$ cat config.mk
export PLATFORM = sky130hd
export DESIGN_NAME = weight_loader
export DESIGN_NICKNAME = d
export VERILOG_FILES = /design/src/rtl/wl_pkg.sv /design/src/rtl/wl_kernel_shift.sv /design/src/rtl/weight_loader.sv
export SDC_FILE = /design/constraint.sdc
export NUM_CORES = 1
export LEC_CHECK = 0
export BUFFER_PORTS_ARGS = -buffer_cell sky130_fd_sc_hd__buf_4
export CAP_MARGIN = 20
export CORE_AREA = 3 3 463 465
export CTS_CLUSTER_SIZE = 40
export DETAILED_ROUTE_END_ITERATION = 10
export DIE_AREA = 0 0 466 468
export SLEW_MARGIN = 20
export SYNTH_ARGS = -nofsm -noshare
export SYNTH_HDL_FRONTEND = slang
export SYNTH_SLANG_ARGS = --single-unit
$ cat constraint.sdc
create_clock -name clk -period 1.5 [get_ports clk]
set_input_delay 0.075 -clock clk [delete_from_list [all_inputs] [get_ports clk]]
set_output_delay 0.075 -clock clk [all_outputs]
set_load 0.05 [all_outputs]
$ cat src/rtl/wl_pkg.sv
// Shared definitions for the kernel-weight loader.
//   wl_state_e    : loader FSM encoding (IDLE, FETCH, DRAIN, DONE)
//   ROM_LAT_MAX   : largest supported ROM read latency
//   kernel_offset : bit offset of kernel k of MAC m in the packed kernel bus
package wl_pkg;

  typedef enum logic [1:0] {
    IDLE  = 2'd0,
    FETCH = 2'd1,
    DRAIN = 2'd2,
    DONE  = 2'd3
  } wl_state_e;

  localparam int unsigned ROM_LAT_MAX = 4;

  function automatic int unsigned kernel_offset(input int unsigned m,
                                                input int unsigned k,
                                                input int unsigned taps,
                                                input int unsigned kw);
    return (m * taps + k) * kw;
  endfunction

endpackage

$ cat src/rtl/wl_kernel_shift.sv
// Per-MAC kernel shift register, TAPS deep and KERNEL_WIDTH wide.
// Each capture beat shifts toward slot 0 and loads i_data into slot TAPS-1,
// so after TAPS beats slot 0 holds the first word captured.
// Ports:
//   clk, rstn  : clock, asynchronous active-low reset
//   i_capture  : shift enable
//   i_data     : word entering slot TAPS-1
//   o_slots    : all slots, slot k at [k*KERNEL_WIDTH +: KERNEL_WIDTH]
module wl_kernel_shift
  import wl_pkg::*;
#(
  parameter int unsigned TAPS         = 3,
  parameter int unsigned KERNEL_WIDTH = 72
) (
  input  logic                         clk,
  input  logic                         rstn,
  input  logic                         i_capture,
  input  logic [KERNEL_WIDTH-1:0]      i_data,
  output logic [TAPS*KERNEL_WIDTH-1:0] o_slots
);

  logic [KERNEL_WIDTH-1:0] r_slot [TAPS];

  always_ff @(posedge clk or negedge rstn) begin
    if (!rstn) begin
      for (int unsigned k = 0; k < TAPS; k++) r_slot[k] <= '0;
    end else if (i_capture) begin
      for (int unsigned k = 0; k + 1 < TAPS; k++) r_slot[k] <= r_slot[k+1];
      r_slot[TAPS-1] <= i_data;
    end
  end

  for (genvar k = 0; k < TAPS; k++) begin : g_out
    assign o_slots[kernel_offset(0, k, TAPS, KERNEL_WIDTH) +: KERNEL_WIDTH] = r_slot[k];
  end

endmodule

$ cat src/rtl/weight_loader.sv
// Kernel-weight loader for the conv MAC array.
// On i_start (accepted in IDLE/DONE) fetches TAPS consecutive ROM words from
// i_base_addr (address wraps modulo 2^ADDR_WIDTH) and shifts them into the
// per-MAC kernel registers; o_ready flags a complete kernel set.
// Optional build macro WL_SHADOW_EN: captures go to a shadow bank that is
// copied to the visible bank on entering DONE; o_ready follows one cycle later.
// Ports:
//   clk, rstn     : clock, asynchronous active-low reset
//   i_start       : one-cycle load request
//   i_base_addr   : first ROM word, sampled with an accepted i_start
//   o_busy        : load in progress (FETCH or DRAIN)
//   o_ready       : kernel set complete and stable
//   o_rom_en      : shared ROM enable
//   o_rom_addr    : shared ROM address
//   i_rom_data    : ROM outputs, MAC m at slice m
//   o_kernels     : kernel k of MAC m at slice (m*TAPS+k)
//   o_err         : sticky, i_start seen while busy
module weight_loader
  import wl_pkg::*;
#(
  parameter int unsigned NUM_MAC      = 4,
  parameter int unsigned TAPS         = 3,
  parameter int unsigned KERNEL_WIDTH = 72,
  parameter int unsigned ADDR_WIDTH   = 10,
  parameter int unsigned ROM_LAT      = 1
) (
  input  logic                                 clk,
  input  logic                                 rstn,
  input  logic                                 i_start,
  input  logic [ADDR_WIDTH-1:0]                i_base_addr,
  output logic                                 o_busy,
  output logic                                 o_ready,
  output logic                                 o_rom_en,
  output logic [ADDR_WIDTH-1:0]                o_rom_addr,
  input  logic [NUM_MAC*KERNEL_WIDTH-1:0]      i_rom_data,
  output logic [NUM_MAC*TAPS*KERNEL_WIDTH-1:0] o_kernels,
  output logic                                 o_err
);

  localparam int unsigned LAT    = (ROM_LAT < 1) ? 1 :
                                   ((ROM_LAT > ROM_LAT_MAX) ? ROM_LAT_MAX : ROM_LAT);
  localparam int unsigned CW     = $clog2(TAPS + 1);
  localparam int unsigned SLOTS_W = TAPS * KERNEL_WIDTH;
  localparam int unsigned BANK_W  = NUM_MAC * SLOTS_W;

  wl_state_e             r_state, w_state_next;
  logic [ADDR_WIDTH-1:0] r_base;
  logic [CW-1:0]         r_issue_cnt;
  logic [CW-1:0]         r_capture_cnt;
  logic [LAT-1:0]        r_vld;
  logic                  r_err;
  logic                  w_accept;
  logic                  w_fetch;
  logic                  w_capture;
  logic [BANK_W-1:0]     w_shift_bank;

  always_comb begin
    w_state_next = r_state;
    w_accept     = 1'b0;
    case (r_state)
      IDLE, DONE: if (i_start) begin
        w_accept     = 1'b1;
        w_state_next = FETCH;
      end
      FETCH: if (r_issue_cnt == CW'(TAPS - 1)) w_state_next = DRAIN;
      // Wait on the registered count so ready lands TAPS+ROM_LAT+1 edges after start.
      DRAIN: if (r_capture_cnt == CW'(TAPS)) w_state_next = DONE;
      default: w_state_next = IDLE;
    endcase
  end

  assign w_fetch    = (r_state == FETCH);
  assign o_rom_en   = w_fetch;
  assign o_rom_addr = w_fetch ? (r_base + ADDR_WIDTH'(r_issue_cnt)) : '0;
  assign o_busy     = (r_state == FETCH) || (r_state == DRAIN);
  assign o_err      = r_err;
  assign w_capture  = r_vld[LAT-1];

  always_ff @(posedge clk or negedge rstn) begin
    if (!rstn) begin
      r_state       <= IDLE;
      r_base        <= '0;
      r_issue_cnt   <= '0;
      r_capture_cnt <= '0;
      r_vld         <= '0;
      r_err         <= 1'b0;
    end else begin
      r_state <= w_state_next;
      // Valid pipe mirrors the ROM latency; the cast drops the oldest stage.
      r_vld   <= LAT'({r_vld, w_fetch});
      if (w_accept) begin
        r_base        <= i_base_addr;
        r_issue_cnt   <= '0;
        r_capture_cnt <= '0;
      end else begin
        if (w_fetch)   r_issue_cnt   <= r_issue_cnt + 1'b1;
        if (w_capture) r_capture_cnt <= r_capture_cnt + 1'b1;
      end
      if (i_start && o_busy) r_err <= 1'b1;
    end
  end

  for (genvar m = 0; m < NUM_MAC; m++) begin : g_mac
    wl_kernel_shift #(
      .TAPS         (TAPS),
      .KERNEL_WIDTH (KERNEL_WIDTH)
    ) u_shift (
      .clk       (clk),
      .rstn      (rstn),
      .i_capture (w_capture),
      .i_data    (i_rom_data[m*KERNEL_WIDTH +: KERNEL_WIDTH]),
      .o_slots   (w_shift_bank[kernel_offset(m, 0, TAPS, KERNEL_WIDTH) +: SLOTS_W])
    );
  end

`ifdef WL_SHADOW_EN
  logic [BANK_W-1:0] r_active;
  logic              r_ready;

  always_ff @(posedge clk or negedge rstn) begin
    if (!rstn) begin
      r_active <= '0;
      r_ready  <= 1'b0;
    end else begin
      if ((r_state == DRAIN) && (w_state_next == DONE)) r_active <= w_shift_bank;
      // Ready trails the bank copy by one cycle and drops with an accepted start.
      r_ready <= (r_state == DONE) && (w_state_next == DONE);
    end
  end

  assign o_kernels = r_active;
  assign o_ready   = r_ready;
`else
  assign o_kernels = w_shift_bank;
  assign o_ready   = (r_state == DONE);
`endif

endmodule

[Word-level counts from Yosys, hierarchy flattened]
Cells that the tools add are included.
Word-level totals
  flip-flop bits (word level): 882
  input bits: 301
  output and inout port bits: 878
  logic and storage cells: 47
Operators by class
  add/sub/neg operators: 3
  eq/ne operators: 8
  mux-type cells: 11
  reductions and logical operators: 7
Operators by type and width (number)
  two-way mux 2 bit: 7
  adder 10 x 2 -> 10 bit: 1
  two-way mux 10 bit: 1
  equality test 2 bit, second input constant: 4
  one-hot mux 2 bit (3 select lines): 1
  adder 2 x 1 -> 2 bit, second input constant: 2
  inequality test 2 bit, second input constant: 2
  nonzero test 2 bit: 2
  AND reduction 3 bit: 1
  equality test 2 x 1 -> 1 bit, second input constant: 1
  logical NOT 2 bit: 1
  two-way mux 1 bit: 2
  inequality test 2 x 1 -> 1 bit, second input constant: 1
  OR reduction 2 bit: 1
  logical AND 1 bit: 1
  logical OR 1 bit: 1

[Depth between registers and ports, before layout]
  word-level depth: 4
  gate-level depth with buffers: 6
  gate-level depth less buffers: 5

[Hierarchy]
A second synthesis with hierarchy kept.
Unflattened totals
  cells, all modules: 1917
  area, all modules: 35380.2 µm²
Modules (own cells, without submodules)
  wl_kernel_shift: instances 4, cells an instance 456, area an instance 8589.5 µm², sequential area each 5405.2 µm²
  weight_loader: instances 1, cells an instance 93, area an instance 1022.2 µm², sequential area each 450.4 µm²

[Least setup slack after synthesis]
OpenSTA, ideal clock, no wires.
  path kind: register to output
  start point: reg r_state[1]
  end point: out o_rom_addr[6]
  arrival: 2.454 ns
  data required time: 1.425 ns
  slack: -1.029 ns
  cell stages (with the launch flop): 6
  path buffers: 1
  cell sequence: dfrtp_1 > inv_1 > ha_1 > buf_2 > nand2b_1 > o31ai_1
On the way
  longest elaborated chain between the ends: 2
RTL lines
  start, declared: RTL line weight_loader.sv:46  | wl_state_e r_state, w_state_next;
  start signal, assigned: RTL line weight_loader.sv:88  | r_state <= w_state_next;
  equality test 2 x 1 -> 1 bit: RTL line weight_loader.sv:72  | assign w_fetch = (r_state == FETCH);
  named net o_rom_en: RTL line weight_loader.sv:33  | output logic o_rom_en,
  two-way mux 10 bit: RTL line weight_loader.sv:74  | assign o_rom_addr = w_fetch ? (r_base + ADDR_WIDTH'(r_issue_cnt)) : '0;
  end, declared: RTL line weight_loader.sv:34  | output logic [ADDR_WIDTH-1:0] o_rom_addr,
The timed path passes the listed nets, and every way through them passes these cells.

[Final worst setup path]
  start point: reg r_base[0]
  end point: out o_rom_addr[6]
On the way
  longest elaborated chain between the ends: 2
RTL lines
  start, declared: RTL line weight_loader.sv:47  | logic [ADDR_WIDTH-1:0] r_base;
  start signal, assigned: RTL line weight_loader.sv:92  | r_base <= i_base_addr;
  adder 10 x 2 -> 10 bit: RTL line weight_loader.sv:74
  two-way mux 10 bit: RTL line weight_loader.sv:74
No other way between the ends.

==> results.toml <==
[run_status]
outcome = "complete, but fails checks"
violations = "setup timing"

[die]
fp.dieH_um = 468
initial_core_util_pct = 15.65
num_io_pins = 1179
die_x_um = 466
rows = 168
coreArea_mm2 = 0.2100
die-area_mm2 = 0.2181

[clocking]
cts_tree = "built"
cts_made_buffers = 98
cts-htree-levels = 3
insertion_delay_ns = 0.74
clk_pin_slew_ns = 0.06
cts_sinks = 882
clock-root-buffer = "clkbuf_16"
clk_path_buf_depth = 3

[hold_path]
hold_class = "in -> reg"

[sta]
setup_viol = 183
worst_pin_slew_ns = 0.6171
fin_worst_skew_ns = 0.07001
maxSlewHeadroom_pct = 58.86
drv_slew = 0
finalWorstPathRequiredPeriod_ns = 2.385
layout_setup_ws_ns = -0.8850
hold_violations = 0
grt_setup_unrepaired = "true"
fin_crit_sh_pct = 159.0
hold_slack_ns = 0.1118
fmax_mhz = 419.3

[global_routing]
grt_use_met2_pct = 22.58
grt_first_pass_wirelength_um = 209600
grt_max_degree = 66
use_met1_pct = 15.10
grt_overflow = 0
antenna_found_initial = 24
grt_use_met3_pct = 6.860
grt_pass1_vias = 25990
grt.total_usage_pct = 13.66
gr-max-usage-layer = "met2"

[final_layout]
final_layout_size_suffix_gt1_share_pct = 70.18
layout_common_cells = "buf_4, mux2_2, dfrtp_1, buf_6, dlygate4sd3_1"
fin_cells = 6696
area_growth_pct = 77.91
layout_commonest_cell = "buf_4"
nNetsFinal = 4115

[synth]
yosysSeqAreaShare_pct = 67.18
synth_cell_types = 29
syn_nets = 2227
avgSynthCellArea_um2 = 17.14
synth_cells = 1917
ys_ff_latch = 882
yosys_warnings = 0
synth_area_mm2 = 0.03285

[drt]
first_pass_iters = 4
postRouteAntennaNets = 0
vias_per_cell = 3.651
wl_um = 158200
drtIter0Drc = 1224
wire_per_inst_um = 23.63
via_count = 24450
drc = 0

[critical_path]
rr_endpoint = "r_state[0]"
regToRegSetupSlack_ns = -0.13
crit_arrival_ns = 2.31
crit_type = "reg -> out"
startpoint_type = "flop"
crit_required_ns = 1.42
startpoint = "r_base[0]"
critPathMaxFanout = 3
setup.worst_path.end = "o_rom_addr[6]"
timing.rr.start = "r_state[0]"
reg2reg_depth = 8
crit_path_end_kind = "primary output"

[placement]
port_buffers = 1178
place_hpwl_um = 121500
gp_congestion = 0.9147
dp_slack_ns = -0.2028
dp_cells = 5929

[job]
drv_cap = 0
==> synth_stat cells (all sizes together) <==
library cell  number  share of area, %
xor2               1             0.027
fa                 1             0.061
nand3              3             0.061
o221a              1             0.034
ha                 8              0.30
nand2b             2             0.038
dfrtp            882                67
a21oi             10              0.15
xnor2              3             0.080
o21ai              2             0.030
clkbuf             3             0.034
mux2i              3             0.091
buf               96               1.5
and2               2             0.038
inv                7             0.080
a21o               1             0.023
or4                3             0.069
or3                2             0.042
nand2              3             0.034
mux2             874                30
nand4              2             0.038
o211ai             2             0.046
o31ai              3             0.069
nor2b              1             0.019
nor2               2             0.023
==> worst min-delay path by stage <==
stage	startpoint	endpoint	slack, ns	cells after the start
final	i_rom_data[179]	g_mac[2].u_shift.o_slots[179]	0.11	3
after global routing	i_rom_data[178]	g_mac[2].u_shift.o_slots[178]	0.02	3
after CTS	i_rom_data[161]	g_mac[2].u_shift.o_slots[161]	0.0005	3
after detailed placement	rstn	g_mac[0].u_shift.o_slots[9]	0.11	2
after global placement	rstn	g_mac[3].u_shift.o_slots[2]	0.11	2
after floorplan	rstn	g_mac[0].u_shift.o_slots[0]	-0.22	0
==> sequential cells by signal, indices dropped and copies added (netlist names) <==
name	flops
r_issue_cnt	2
r_base	10
g_mac.u_shift.o_slots	864
r_capture_cnt	2
o_err	1
r_state	2
r_vld	1
==> what timing repair did <==
item / 4_1_cts / 5_1_grt
hold endpoints to repair: 1187 / 31
endpoints found under the setup margin: 502 / 1081
hold buffers: 304 / 1
pin swaps: 4 / 4
buffers inserted: 188 / 70
gates cloned: 0 / 20
gates resized for setup: 715 / 173
==> critical path, stage by stage, from the launching register on <==
cell and delay (ns):
dfrtp_1 0.41, ha_4 0.18, fa_2 0.34, nand4_1 0.13, buf_4 0.14, o211ai_1 0.13, o31ai_4 0.08, buf_6 0.19
==> through the flow <==
| step | utilization [%] | area (um2) | setup TNS [ns] |
|---|---|---|---|
| 4_1_cts | 27.03 | 56770 | -23.04 |
| 3_5_place_dp | 22.05 | 46290 | -7.402 |
| 5_1_grt | 27.83 | 58440 | -35.00 |
| 3_3_place_gp | 22.05 | 46290 | -4.553 |
| 2_1_floorplan | - | 33030 | -2.466 |
| 6_report | 27.83 | 58450 | -15.72 |
==> final cells by class <==
| type | instances | area, um2 |
|---|---|---|
| clock buffer | 135 | 2791 |
| clock inverter | 40 | 644.4 |
| fill | 21120 | 151500 |
| timing repair buffer | 1887 | 18740 |
| tap | 2805 | 3510 |
| inverter | 7 | 37.54 |
| multi-input combinational | 929 | 10530 |
| antenna | 11 | 27.53 |
| sequential | 882 | 22170 |
==> cell families (layout without fill, tap and decap cells) <==
| logic type | Yosys count | in the layout | synth area share, % |
|---|---|---|---|
| other | 0 | 11 | 0 |
| adders and majority gates | 9 | 9 | 0.3656 |
| xor gates and xnor gates | 4 | 4 | 0.1067 |
| buffers and inverters | 106 | 2069 | 1.584 |
| DFF | 882 | 882 | 67.18 |
| and+or+nand+nor | 20 | 20 | 0.3618 |
| muxes | 877 | 877 | 30.05 |
| AOI/OAI and AO/OA | 19 | 19 | 0.3542 |
==> routing by layer <==
metal  part of all wire (%)  vias up
met3                     11      189
met2                     48      994
met4                    3.6        6
met5                  0.024        -
met1                     37    12600
li1                       -    10660
Power is not shown: default switching activity piles up to over one toggle a cycle in this logic, so the estimate is an artifact.
